$ cat src/rtl/booth_multiplier_if.sv
// rtl/booth_multiplier_if.sv - request/response bundle for booth_multiplier
//
// Purpose: groups the operation request and product response of the
// multiplier into one port.
// Signals:
//   start        request, sampled only while done=1
//   signed_mode  1 = both operands two's complement, 0 = both unsigned
//   abort        synchronous cancel of an operation in progress
//   multiplier   operand X, bit 0 is MSB
//   multiplicand operand Y (Booth-recoded), bit 0 is MSB
//   result       double-width product, bit 0 is MSB
//   done         1 = idle and result valid
// Modports: master drives the request, slave is the multiplier.
interface booth_multiplier_if #(
  parameter int WIDTH = 32
);
  logic                 start;
  logic                 signed_mode;
  logic                 abort;
  logic [0:WIDTH-1]     multiplier;
  logic [0:WIDTH-1]     multiplicand;
  logic [0:2*WIDTH-1]   result;
  logic                 done;

  modport master (
    output start, signed_mode, abort, multiplier, multiplicand,
    input  result, done
  );

  modport slave (
    input  start, signed_mode, abort, multiplier, multiplicand,
    output result, done
  );
endinterface

$ cat src/rtl/booth_multiplier.sv
// rtl/booth_multiplier.sv - radix-4 iterative signed/unsigned multiplier
//
// Purpose: computes the full 2*WIDTH-bit product X*Y in WIDTH/2+2 cycles
// after the accepting edge, independent of operand values and mode.
// Ports:
//   clock  rising-edge clock
//   reset  asynchronous, active-high reset
//   bus    booth_multiplier_if slave (start/signed_mode/abort/operands in,
//          result/done out)
module booth_multiplier #(
  parameter int WIDTH = 32
) (
  input  logic clock,
  input  logic reset,
  booth_multiplier_if.slave bus
);
  localparam int EW = WIDTH + 2;
  localparam int CW = $clog2(WIDTH / 2 + 1);

  typedef enum logic [1:0] {IDLE, ITER, FINISH} state_t;

  state_t state, state_next;

  logic [EW-1:0]      acc_hi;
  logic [EW-1:0]      acc_lo;
  logic [EW-1:0]      x_ext;
  logic               bc;
  logic [CW-1:0]      count;
  logic [2*WIDTH-1:0] result_r;
  logic               done_r;

  logic [WIDTH-1:0]   mul_v;
  logic [WIDTH-1:0]   mcand_v;
  logic               accept;

  logic [2:0]         pair;
  logic [EW:0]        addend;
  logic               cs;
  logic [EW:0]        sum;
  logic               bc_next;

  assign mul_v      = bus.multiplier;
  assign mcand_v    = bus.multiplicand;
  assign bus.result = result_r;
  assign bus.done   = done_r;

  assign accept = (state == IDLE) && bus.start && !bus.abort;

  always_ff @(posedge clock or posedge reset) begin
    if (reset) state <= IDLE;
    else       state <= state_next;
  end

  always_comb begin
    state_next = state;
    case (state)
      IDLE:    if (accept) state_next = ITER;
      ITER: begin
        if (bus.abort)        state_next = IDLE;
        else if (count == '0) state_next = FINISH;
      end
      FINISH:  state_next = IDLE;
      default: state_next = IDLE;
    endcase
  end

  // One Booth step. The sum carries one guard bit beyond the extended
  // operand width: A+2X can exceed the WIDTH+2 signed range, and the
  // arithmetic shift must fill from the true sign of that sum.
  always_comb begin
    pair    = {1'b0, acc_lo[1:0]} + {2'b00, bc};
    addend  = '0;
    cs      = 1'b0;
    case (pair[1:0])
      2'd0: addend = '0;
      2'd1: addend = {x_ext[EW-1], x_ext};
      2'd2: addend = {x_ext, 1'b0};
      2'd3: begin
        addend = ~{x_ext[EW-1], x_ext};
        cs     = 1'b1;
      end
      default: addend = '0;
    endcase
    // Digit 3 is recoded as -1 with a carry into the next pair, and a
    // pair sum of 4 is digit 0 with the same carry.
    bc_next = pair[2] | (pair[1:0] == 2'd3);
    sum     = {acc_hi[EW-1], acc_hi} + addend + {{EW{1'b0}}, cs};
  end

  always_ff @(posedge clock or posedge reset) begin
    if (reset) begin
      acc_hi   <= '0;
      acc_lo   <= '0;
      x_ext    <= '0;
      bc       <= 1'b0;
      count    <= '0;
      result_r <= '0;
      done_r   <= 1'b1;
    end else begin
      done_r <= (state_next == IDLE);
      case (state)
        IDLE: begin
          if (accept) begin
            x_ext  <= bus.signed_mode ? {{2{mul_v[WIDTH-1]}}, mul_v}
                                      : {2'b00, mul_v};
            acc_lo <= bus.signed_mode ? {{2{mcand_v[WIDTH-1]}}, mcand_v}
                                      : {2'b00, mcand_v};
            acc_hi <= '0;
            bc     <= 1'b0;
            count  <= CW'(WIDTH / 2);
          end
        end
        ITER: begin
          acc_hi <= {sum[EW], sum[EW:2]};
          acc_lo <= {sum[1:0], acc_lo[EW-1:2]};
          bc     <= bc_next;
          count  <= count - CW'(1);
        end
        FINISH: begin
          // The abort also covers this cycle: the product is dropped.
          if (!bus.abort) result_r <= {acc_hi[WIDTH-3:0], acc_lo};
        end
        default: ;
      endcase
    end
  end
endmodule

$ cat src/flat_wrapper.sv
// flat-port wrapper written by rule: the top's interface ports become plain ports
module booth_multiplier_flat 
#(
  parameter int WIDTH = 32
)
  (clock, reset, bus_start, bus_signed_mode, bus_abort, bus_multiplier, bus_multiplicand, bus_result, bus_done);
  booth_multiplier_if #(.WIDTH(WIDTH)) bus_i ();
  input  logic clock;
  input  logic reset;
  input wire logic [$bits(bus_i.start)-1:0] bus_start;
  input wire logic [$bits(bus_i.signed_mode)-1:0] bus_signed_mode;
  input wire logic [$bits(bus_i.abort)-1:0] bus_abort;
  input wire logic [$bits(bus_i.multiplier)-1:0] bus_multiplier;
  input wire logic [$bits(bus_i.multiplicand)-1:0] bus_multiplicand;
  output wire logic [$bits(bus_i.result)-1:0] bus_result;
  output wire logic [$bits(bus_i.done)-1:0] bus_done;
  assign bus_i.start = bus_start;
  assign bus_i.signed_mode = bus_signed_mode;
  assign bus_i.abort = bus_abort;
  assign bus_i.multiplier = bus_multiplier;
  assign bus_i.multiplicand = bus_multiplicand;
  assign bus_result = bus_i.result;
  assign bus_done = bus_i.done;
  booth_multiplier #(.WIDTH(WIDTH)) u_core (.clock(clock), .reset(reset), .bus(bus_i));
endmodule
$ cat config.mk
export PLATFORM = sky130hd
export DESIGN_NAME = booth_multiplier_flat
export DESIGN_NICKNAME = d
export VERILOG_FILES = /design/src/rtl/booth_multiplier_if.sv /design/src/rtl/booth_multiplier.sv /design/src/flat_wrapper.sv
export SDC_FILE = /design/constraint.sdc
export NUM_CORES = 1
export LEC_CHECK = 0
export BUFFER_PORTS_ARGS = -buffer_cell sky130_fd_sc_hd__buf_2
export CAP_MARGIN = 20
export CORE_UTILIZATION = 45
export DETAILED_ROUTE_END_ITERATION = 7
export HOLD_SLACK_MARGIN = 0.08
export PLACE_DENSITY = 0.71
export SLEW_MARGIN = 20
export SYNTH_ARGS = -nofsm -noshare
export SYNTH_HDL_FRONTEND = slang
export SYNTH_SLANG_ARGS = --single-unit
$ cat constraint.sdc
create_clock -name clock -period 5.3 [get_ports clock]
set_input_delay 0.795 -clock clock [delete_from_list [all_inputs] [get_ports clock]]
set_output_delay 0.795 -clock clock [all_outputs]
set_load 0.05 [all_outputs]
# Yosys cells after proc, flatten, opt, wreduce, memory -nomap -nowiden
# Cells that the tools add are included.
[totals]
regBits = 175
out_inout_bits = 65
word_cells = 48
[classes]
addsub = 4
eq_ne = 6
n_mux = 16
n_bitwise = 3
n_reduce_logical = 11
[ops]
columns = ["op", "count"]
rows = [
  ["case mux 35 bit (4 select lines)", 1],
  ["2-to-1 mux 34 bit", 4],
  ["case mux 34 bit (2 select lines)", 2],
  ["adder 35 x 1 -> 35 bit", 1],
  ["adder 35 bit", 1],
  ["inverter 35 bit", 1],
  ["case mux 5 bit (2 select lines)", 1],
  ["== test 2 bit (second input constant)", 3],
  ["logical NOT 2 bit", 3],
  ["2-to-1 mux 2 bit", 3],
  ["AND reduction 2 bit", 3],
  ["logical NOT 5 bit", 1],
  ["2-to-1 mux 5 bit", 1],
  ["subtractor 5 x 1 -> 5 bit (second input constant)", 1],
  ["== test 2 x 1 -> 1 bit (second input constant)", 2],
  ["case mux 2 bit (2 select lines)", 1],
  ["adder 2 x 1 -> 3 bit", 1],
  ["logical AND 1 bit", 2],
  ["2-to-1 mux 1 bit", 2],
  ["inequality test 2 x 1 -> 1 bit (second input constant)", 1],
  ["case mux 1 bit (2 select lines)", 1],
  ["nonzero test 2 bit", 1],
  ["logical NOT 1 bit", 1],
  ["inverter 1 bit", 1],
  ["bitwise OR 1 bit", 1],
]

# Depth between registers and ports, before layout
# Gate-level depths: netlist of the first run.
[logic_depth]
ltp_word = 6
mapped_depth = 15

# Worst setup path after synthesis of the first run
# No wires, ideal clock.
[synth_path]
path_type = "register to register"
start = "reg u_core.bc"
end = "reg u_core.acc_hi[30]"
setup_ps = 126
t_arrival_ps = 3615
setup_slack_ps = 1559
stages_incl_launch_ff = 16
synth_period_minus_slack_ps = 3741
cell_sequence = "dfrtp_1 > ha_1 > ha_1 > buf_1 > xor2_1 > and2_1 > fa_1 > inv_1 > fa_1 > nand2b_1 > a21oi_1 > o2111ai_2 > a211oi_2 > o311a_1 > or3_1 > a221o_1"
[synth_between]
elab_chain_cells = 6
[synth_lines]
columns = ["element", "line_no", "text"]
rows = [
  ["start: declaration", "booth_multiplier.sv:27", "logic bc;"],
  ["start signal: assignment", "booth_multiplier.sv:116", "bc <= bc_next;"],
  ["adder 2 x 1 -> 3 bit (*)", "booth_multiplier.sv:71", "pair = {1'b0, acc_lo[1:0]} + {2'b00, bc};"],
  ["== test 2 bit, or another cell as far along", "booth_multiplier.sv:74", "case (pair[1:0])"],
  ["case mux 35 bit (4 select lines)", "booth_multiplier.sv:74", ""],
  ["adder 35 bit", "booth_multiplier.sv:87", "sum = {acc_hi[EW-1], acc_hi} + addend + {{EW{1'b0}}, cs};"],
  ["adder 35 x 1 -> 35 bit (*)", "booth_multiplier.sv:87", ""],
  ["case mux 34 bit (2 select lines) (*)", "booth_multiplier.sv:101", "case (state)"],
  ["end signal: assignment", "booth_multiplier.sv:114", "acc_hi <= {sum[EW], sum[EW:2]};"],
  ["end: declaration", "booth_multiplier.sv:24", "logic [EW-1:0] acc_hi;"],
]
# Mark *: on every way between the ends. The rest lies on a longest branch, timed or not.
# A chain may end at the register's enable or synchronous reset.

# Worst setup path after layout of the first run
[layout_path]
start = "reg u_core.bc"
end = "reg u_core.acc_hi[31]"
# Same word-level chain as after synthesis.

==> run metrics, run 1 <==
skew final=about 0.015 ns; vias in the first global route=7191; post-CTS setup buffers=0; DRC Markers=0; Final ANT Viol Nets=0; DR WL/cell=~16 microns; setup TNS=0 ns; Layout area overhead=16.0%; RSZ-0062 raised after global routing=no; Synth async-reset ratio=100%; clk sinks=173; share of cells above drive strength 1=roughly 23%; Setup Crit Path Kind=reg -> reg; TritonCTS clock tree=yes; Max Fclk=235 MHz; Initial DRC Count=about 630; max cap viols=0; syn_nets=around 1.1k; CP startpoint kind=flop; outcome=complete, no violations; number of synthesized flops with an enable pin=0; Final setup viols=0; DR vias/cell=5.52; antenna violations before repair=0; Tcrit/Tclk final=roughly 80%; first-pass GRT wire length=36.4 mm; register clock-pin slew on the reported worst setup and hold paths=0.08 ns; Crit path required time=5.62 ns; endpoints failing hold=0; syn_area_per_cell=roughly 9.3 sq um; fin crit period=4.25 ns; Synth Register Bits=173; final setup margin=1.05 ns; IO buf count=133; Layout Nets=about 1.2k; first drt pass iteration count=5; GP Congestion=~0.85; Initial Util=a little under half; Mapped Cells=993; DIE HEIGHT=146 microns; predominant post-synthesis flop cell=dfrtp_1; die area=21200 sq um; gr ovfl total=0; Root Buffer=clkbuf_16; Max Fanout on Critical Path=29; Worst-Skew Late Latency=roughly 0.44 ns; Die X=about 150 microns; Vias=about 7.6k; Routed WL=about 22 mm; Slew @ Worst Pin=1.03 ns; Inserted Clock Buffers=17; Min Hold Slack=just under 0.5 ns; Rel. slew slack=31.3%; cell row count=52; critical path arrival=4.57 ns; CP Capture Type=flop; register area share after synthesis=~47%; pre-CTS WS=about 1.0 ns; FF-to-FF setup slack=1.05 ns; hold_buf cts=0; CTS max path bufs=2; core outline area=20200 sq um; pin count of the biggest net entering global routing=124; Pins Over Slew Limit=0; # resized after CTS=0; IO Pins=about 130; Yosys warnings=0; # diodes=0; DP HPWL=approximately 15 mm; Post-Syn Area=about 9300 sq um; Hold Path Class=reg -> reg; Unique masters post-synth=63; GRT Overall Usage=21.3%; H-tree levels=4
[state kept, by name, summed over array words and instances (netlist names)]
name	flops
u_core.bus.result	64
u_core.acc_hi	33
u_core.bc	1
u_core.count	5
u_core.acc_lo	34
u_core.bus.done	1
u_core.x_ext	33
u_core.state	2
[logic make-up (layout without fill, tap and decap cells)]
logic type | after synthesis | in the layout | share of synthesized area [%]
compound gates | 258 | 258 | 17.9
xor+xnor | 21 | 21 | 1.98
flops | 173 | 173 | 46.7
simple gates | 358 | 358 | 16.7
fa+ha+maj | 38 | 38 | 5.29
mux | 67 | 67 | 8.10
buf+inv | 78 | 191 | 3.28
[layout make-up]
cell class / count / area, sq um
fill: 1830 / 9480
multi-input combinational: 742 / 4660
timing repair buffer: 144 / 761
clock buffer: 17 / 425
tap: 270 / 338
sequential: 173 / 4330
clock inverter: 15 / 180
inverter: 15 / 60.1
[critical path, stage by stage, from the launching register on]
cell	delay (ns)
dfrtp_1	0.40
ha_2	0.19
ha_1	0.77
buf_4	0.36
o211ai_1	0.11
o21ai_0	0.13
ha_1	0.36
a21oi_1	0.21
o21a_1	0.20
nand2_1	0.08
a211oi_1	0.70
and2_1	0.28
a21oi_1	0.07
o311ai_0	0.26
[final timing paths]
| path | start | to | cells past startpoint |
|---|---|---|---|
| worst min register to register | u_core.count[4]$_DFFE_PP0P_ | u_core.state[1]$_DFF_PP0_ | 1 |
| worst max register to register | u_core.bc$_DFFE_PP0P_ | u_core.acc_hi[31]$_DFFE_PP0P_ | 13 |
| worst min-delay path | u_core.count[4]$_DFFE_PP0P_ | u_core.state[1]$_DFF_PP0_ | 1 |
| worst max-delay path | u_core.bc$_DFFE_PP0P_ | u_core.acc_hi[31]$_DFFE_PP0P_ | 13 |
| min in group asynchronous | reset | u_core.bus.result[60]$_DFFE_PP0P_ | 3 |
| max in group asynchronous | reset | u_core.bus.result[15]$_DFFE_PP0P_ | 3 |
[metrics by stage]
stage | utilization [%] | instance area [sq um] | instances
6_report | 53.1 | 10800 | 1376
5_1_grt | 53.1 | 10800 | 1376
4_1_cts | 53.1 | 10800 | 1376
3_5_place_dp | 50.2 | 10100 | 1344
3_3_place_gp | 50.2 | 10100 | 1344
2_1_floorplan | - | 9270 | 993
[layer usage]
| metal | vias to the layer above | routed length, microns | track usage (%) |
|---|---|---|---|
| met1 | 3610 | 10500 | 30.2 |
| met2 | 220 | 10200 | 33.3 |
| met3 | 31 | 922 | 3.89 |
| li1 | 3736 | - | - |
| met4 | 0 | 361 | 6.53 |
| met5 | - | 0 | 0 |
[cell usage after synthesis (all sizes together) (2+ instances only)]
library cell / count / area, sq um
nand2: 174 / 653
dfrtp: 172 / 4300
nor2: 97 / 364
o21ai: 73 / 365
mux2: 64 / 721
clkbuf: 52 / 196
a21oi: 47 / 246
ha: 36 / 450
o211ai: 36 / 275
o22ai: 31 / 194
nand3: 26 / 130
inv: 15 / 56.3
a21o: 14 / 105
and3: 12 / 80.1
buf: 11 / 51.3
o21a: 11 / 82.6
xor2: 11 / 96.3
xnor2: 10 / 87.6
a211oi: 9 / 72.6
nand2b: 9 / 56.3
nand4: 8 / 50.1
nor3: 7 / 35.0
a31oi: 6 / 37.5
o31ai: 6 / 45.0
o21bai: 5 / 37.5
and2: 4 / 27.5
nor4: 4 / 25.0
a32o: 3 / 30.0
mux2i: 3 / 30.0
nor2b: 3 / 18.8
or2: 3 / 18.8
a2111o: 2 / 22.5
a211o: 2 / 17.5
a221o: 2 / 20.0
fa: 2 / 40.0
nor3b: 2 / 15.0
nor4b: 2 / 23.8
o311ai: 2 / 17.5
or3: 2 / 12.5
or4: 2 / 15.0
[cell usage in the layout, fill, tap and decap left out, types with 4 or more instances in the layout]
master	count
clkinv_8	6
a31oi_1	6
nor2_1	96
o31ai_1	6
xnor2_1	10
nor3_1	7
nand2_1	174
xor2_1	11
a21oi_1	46
a211oi_1	8
nand2b_1	8
buf_2	133
o21bai_1	5
dfrtp_1	172
o22ai_1	31
clkbuf_16	17
inv_1	14
nand3_1	26
o211ai_1	35
o21a_1	11
buf_4	10
o21ai_0	71
a21o_1	14
mux2_2	64
ha_1	35
nor4_1	4
and3_1	11
nand4_1	8
clkinv_4	4
Power of run 1 is not shown: default switching activity piles up to over one toggle a cycle in this logic, so the estimate is an artifact.
==> run 2, diff against run 1 <==
- ABC_AREA: unset -> 1
- clock period: 5.3 -> 3.75 ns (I/O delays scaled with it)
==> run 2 against run 1 <==
Effect of this change:
- largest cell class is now registers
- clock skew down 0.0044 ns
- highest routed layer unchanged
- first-iteration DRC count is 22% lower
- die area increased by 1.2%
==> run metrics, run 2 <==
outcome=complete, no violations; pin count of the biggest net entering global routing=approximately 120; syn_area_per_cell=~7.8 sq um; IO buf count=between 100 and 150; Inserted Clock Buffers=17; Hold Path Class=in -> async; max FFs per register=64; CP cell instances=ha_1 > ha_1 > nand2_1 > buf_4 > o221ai_1 > ha_1 > nand2_1 > nor2_1 > nand3_1 > nand3_1 > nand2_1 > nand2_1 > nand2_1 > nand2_1 > nand2_1 > nand3_1 > nand2_1; first-pass GRT wire length=roughly 42 mm; most frequent cell on the critical path=nand2_1; Initial Util=a little under half; first drt pass iteration count=5; RSZ-0062 raised after global routing=no; critical path arrival=approximately 3.7 ns; Layout Nets=1435; GP Congestion=0.883; DRC Markers=0; Initial DRC Count=roughly 500; CP startpoint kind=flop; Unique masters post-synth=33; register clock-pin slew on the reported worst setup and hold paths=roughly 0.070 ns; Layout area overhead=16.8%; CTS max path bufs=2; endpoints failing hold=0; fin crit period=about 3.3 ns; Setup Crit Path Kind=reg -> reg; placed cells=around 1.6k; clk sinks=between 150 and 200; Die X=between 100 and 150 microns; Pins Over Slew Limit=0; Vias=between 8k and 9k; DIE HEIGHT=approximately 150 microns; Final Core Density=between 50% and 60%; share of cells above drive strength 1=between 10% and 20%; Max Fclk=between 200 and 300 MHz; setup TNS=0 ns; most frequent cells after synthesis=nand2_1 (342), inv_1 (183), dfrtp_1 (172); Final setup viols=0; met1 Track Usage GR=between 30% and 40%; Reg2Reg Depth=17; Yosys warnings=0; Crit path required time=4.08 ns; Min Hold Slack=about 0.25 ns; slowest stage delay, CP=between 0.4 and 0.5 ns; syn_nets=1316; predominant post-synthesis flop cell=dfrtp_1; Mapped Cells=approximately 1.2k; Worst-Skew Late Latency=0.43 ns; die area=approximately 21000 sq um; DP HPWL=18.4 mm; met2 Usage GRT=a little under two fifths; post-CTS setup buffers=0; Final ANT Viol Nets=0; TritonCTS clock tree=yes; H-tree levels=4; Routed WL=roughly 25 mm; Post-Layout Cell Count=1611; DR vias/cell=around 5.2; most frequent cells in the layout=nand2_1 (341), inv_1 (182), dfrtp_1 (172), buf_2 (133), o21ai_0 (123); Synth Register Bits=between 150 and 200; gr busiest metal=met2; Slew @ Worst Pin=1.03 ns; core outline area=a little over 20000 sq um; gr ovfl total=0; FF-to-FF setup slack=0.41 ns; DR WL/cell=between 15 and 20 microns; Post-Syn Area=roughly 9400 sq um; hold_buf cts=0; Rel. slew slack=a little under a third; max cap viols=0; GRT Overall Usage=roughly a quarter; Max Fanout on Critical Path=30; met3 usage=under 10%; synth top area cells=dfrtp_1 (46%), nand2_1 (14%), inv_1 (7.3%); IO Pins=about 130; area share of the leading cell type in the synthesized netlist=a little under half; Critical Path Start=u_core.bc$_DFFE_PP0P_; cell row count=52; FF-to-FF Start=u_core.bc$_DFFE_PP0P_; most common cell in the netlist=nand2_1; antenna violations before repair=0; vias in the first global route=8078; commonest non-fill, non-tap cell in the layout=nand2_1; CP Capture Type=flop; Yosys top cell by area=dfrtp_1; # resized after CTS=0; skew final=between 0.01 and 0.015 ns; Tcrit/Tclk final=~90%; Root Buffer=clkbuf_16; register area share after synthesis=a little under half; # diodes=0; number of synthesized flops with an enable pin=0; Slowest cell on crit path=ha_1; Synth async-reset ratio=100%
-- run 2: changes by cell type after synthesis, moves of 14 or more --
cell      delta
a21o_1      -14
a21oi_1     +28
clkbuf_1    -18
inv_1      +168
mux2_2      -52
nand2_1    +168
nand3_1     +24
nor2_1      -43
o211ai_1    -34
o21ai_0     +52
o221ai_1    +32
-- run 2: critical path, delay by kind of cell (launching register included) --
kind	cells	cell delay, ns
simple gates	12	1.40
fa+ha+maj	3	0.89
flops	1	0.38
buf+inv	1	0.36
compound gates	1	0.18
-- run 2: cell type report --
class,instances,area (sq um)
fillers,1970,9410
flip-flops and latches,173,4330
multi-input cells,805,4180
repair buffers,145,806
inverters,186,702
clock buffers,17,425
well taps,270,338
clock inverters,15,174
-- run 2: stage by stage --
| stage | worst slack [ns] | instance area (sq um) |
|---|---|---|
| floorplan | 0.973 | 9380 |
| global placement | 0.530 | 10300 |
| detailed placement | 0.473 | 10300 |
| CTS | 0.455 | 10900 |
| global route | 0.103 | 11000 |
| finish | 0.413 | 11000 |
-- run 2: logic make-up (layout without fill, tap and decap cells) --
family / Yosys count / count (layout) / synth area share [%]
and+or+nand+nor: 468 / 468 / 20.1
AOI/OAI and AO/OA: 280 / 280 / 17.0
buffers and inverters: 231 / 363 / 9.49
DFF: 173 / 173 / 46.2
adders and majority gates: 38 / 38 / 5.23
muxes: 13 / 13 / 1.55
xor gates and xnor gates: 6 / 6 / 0.560
-- run 2: final timing paths --
kind	endpoint
max in group asynchronous	u_core.acc_hi[10]$_DFFE_PP0P_
setup / recovery	u_core.acc_hi[23]$_DFFE_PP0P_
setup reg to reg	u_core.acc_hi[23]$_DFFE_PP0P_
hold reg to reg	u_core.bc$_DFFE_PP0P_
hold / removal	u_core.bus.result[11]$_DFFE_PP0P_
min in group clock	u_core.x_ext[30]$_DFFE_PP0P_
-- run 2: routing by layer --
metal / up-vias / part of all wire (%)
met5: - / 0
met4: 0 / 1.1
met3: 21 / 5.1
met2: 241 / 45
met1: 3858 / 49
li1: 4207 / -
Power of run 2 is left out for the same reason.
==> run 3, diff against run 2 <==
- CAP_MARGIN: 20 -> unset
- PLACE_DENSITY: 0.71 -> 0.68
==> run 3 against run 2 <==
Effect of this change:
- final cell count hardly changed
- via count is 1.6% higher
- non-clock buffer count is 2 lower
==> run metrics, run 3 (synthesized netlist as in run 2, its figures left out) <==
outcome=complete, no violations; endpoints failing hold=0; IO buf count=133; Crit path required time=4.08 ns; Initial DRC Count=~490; Setup Crit Path Kind=reg -> reg; CP startpoint kind=flop; IO Pins=134; Worst-Skew Late Latency=~0.44 ns; Max Fclk=around 300 MHz; max cap viols=0; die area=approximately 21000 sq um; Final ANT Viol Nets=0; vias in the first global route=a little under 8k; pin count of the biggest net entering global routing=~120; first-pass GRT wire length=approximately 40 mm; most frequent cells in the layout=nand2_1 (341), inv_1 (182), dfrtp_1 (172), buf_2 (133), o21ai_0 (123); hold_buf cts=0; Final setup viols=0; Layout area overhead=16.5%; Die X=around 150 microns; skew final=0.0130 ns; setup TNS=0 ns; Slew @ Worst Pin=approximately 1.0 ns; Reg area=around 4300 sq um; RSZ-0062 raised after global routing=no; Routed WL=around 25 mm; max FFs per register=64; Tcrit/Tclk final=around 87%; Layout Nets=between 1k and 1.5k; register clock-pin slew on the reported worst setup and hold paths=~0.07 ns; FF-to-FF setup slack=approximately 0.50 ns; Rel. slew slack=31.4%; Inserted Clock Buffers=17; cell row count=52; multi-input logic area=roughly 4200 sq um; RR Endpoint=u_core.acc_hi[31]$_DFFE_PP0P_; Hold Path Class=in -> async; Root Buffer=clkbuf_16; share of cells above drive strength 1=14.9%; critical path arrival=between 3 and 4 ns; GRT Overall Usage=a little under a quarter; DIE HEIGHT=146 microns; DR vias/cell=5.26; Reg2Reg Depth=20; fin crit period=3.25 ns; DRC Markers=0; fillers=1979; FF-to-FF Start=u_core.bc$_DFFE_PP0P_; GP Congestion=0.889; CTS max path bufs=2; Pins Over Slew Limit=0; Initial Util=approximately 46%; H-tree levels=4; Vias=between 8k and 9k; DR WL/cell=roughly 15 microns; commonest non-fill, non-tap cell in the layout=nand2_1; DP HPWL=between 15 and 20 mm; CP Capture Type=flop; post-CTS setup buffers=0; first drt pass iteration count=5; TritonCTS clock tree=yes; Max Fanout on Critical Path=31; antenna violations before repair=0; clk sinks=between 150 and 200; core outline area=20400 sq um; gr ovfl total=0; # resized after CTS=0
-- run 3: cell count changes in the layout (fill, tap and decap cells not counted), sizes merged --
| cell | delta |
|---|---|
| bufinv | -1 |
| clkinv | +3 |
| buf | -2 |
| clkinvlp | -2 |
| inv | -1 |
| clkbuf | +1 |
| diode | +1 |
-- run 3: critical path, cell delays in order (launching register included) --
cell,delay [ns]
dfrtp_1,0.39
ha_1,0.20
ha_1,0.30
inv_1,0.05
nand2_1,0.09
inv_1,0.07
buf_12,0.17
nand2_1,0.07
o221ai_1,0.16
ha_1,0.48
nand2_1,0.09
nor2_1,0.14
inv_1,0.12
nor3_1,0.14
nand2_1,0.07
nand2_1,0.18
nand2_1,0.16
nand2_1,0.09
nand2_1,0.04
nand3_1,0.06
nand2_1,0.05
-- run 3: stage by stage --
stage	worst slack, ns	area (sq um)	hold slack [ns]	utilization [%]	cells
2_1_floorplan	0.973	9380	0.448	-	1209
3_3_place_gp	0.553	10300	0.460	50.7	1577
3_5_place_dp	0.526	10300	0.467	50.7	1577
4_1_cts	0.512	10900	0.318	53.6	1609
5_1_grt	0.168	10900	0.333	53.6	1609
6_report	0.501	10900	0.328	53.7	1610
-- run 3: how the worst max path moves through the flow --
| stage | to | slack [ns] | startpoint | depth (start not counted) |
|---|---|---|---|---|
| detailed placement | u_core.acc_hi[32]$_DFFE_PP0P_ | 0.53 | u_core.bc$_DFFE_PP0P_ | 20 |
| floorplan | u_core.acc_hi[28]$_DFFE_PP0P_ | 0.97 | u_core.bc$_DFFE_PP0P_ | 21 |
| finish | u_core.acc_hi[31]$_DFFE_PP0P_ | 0.50 | u_core.bc$_DFFE_PP0P_ | 20 |
| CTS | u_core.acc_hi[24]$_DFFE_PP0P_ | 0.51 | u_core.bc$_DFFE_PP0P_ | 20 |
| global route | u_core.acc_hi[23]$_DFFE_PP0P_ | 0.17 | u_core.bc$_DFFE_PP0P_ | 19 |
| global placement | u_core.acc_hi[32]$_DFFE_PP0P_ | 0.55 | u_core.bc$_DFFE_PP0P_ | 19 |
-- run 3: layer usage --
metal / global-route usage (%) / vias up / share of wire, %
li1: - / 4204 / -
met1: 34.7 / 3973 / 49
met2: 36.6 / 248 / 44
met3: 3.25 / 37 / 4.6
met4: 8.44 / 0 / 2.3
met5: 0 / - / 0
-- run 3: area by class of cell --
cell class	count	area share, %
antenna	1	0.0229
clock buffer	18	4.02
clock inverter	14	1.32
inverter	186	6.42
multi-input combinational	805	38.3
sequential	173	39.6
tap	270	3.09
timing repair buffer	143	7.24
Power of run 3 is left out for the same reason.
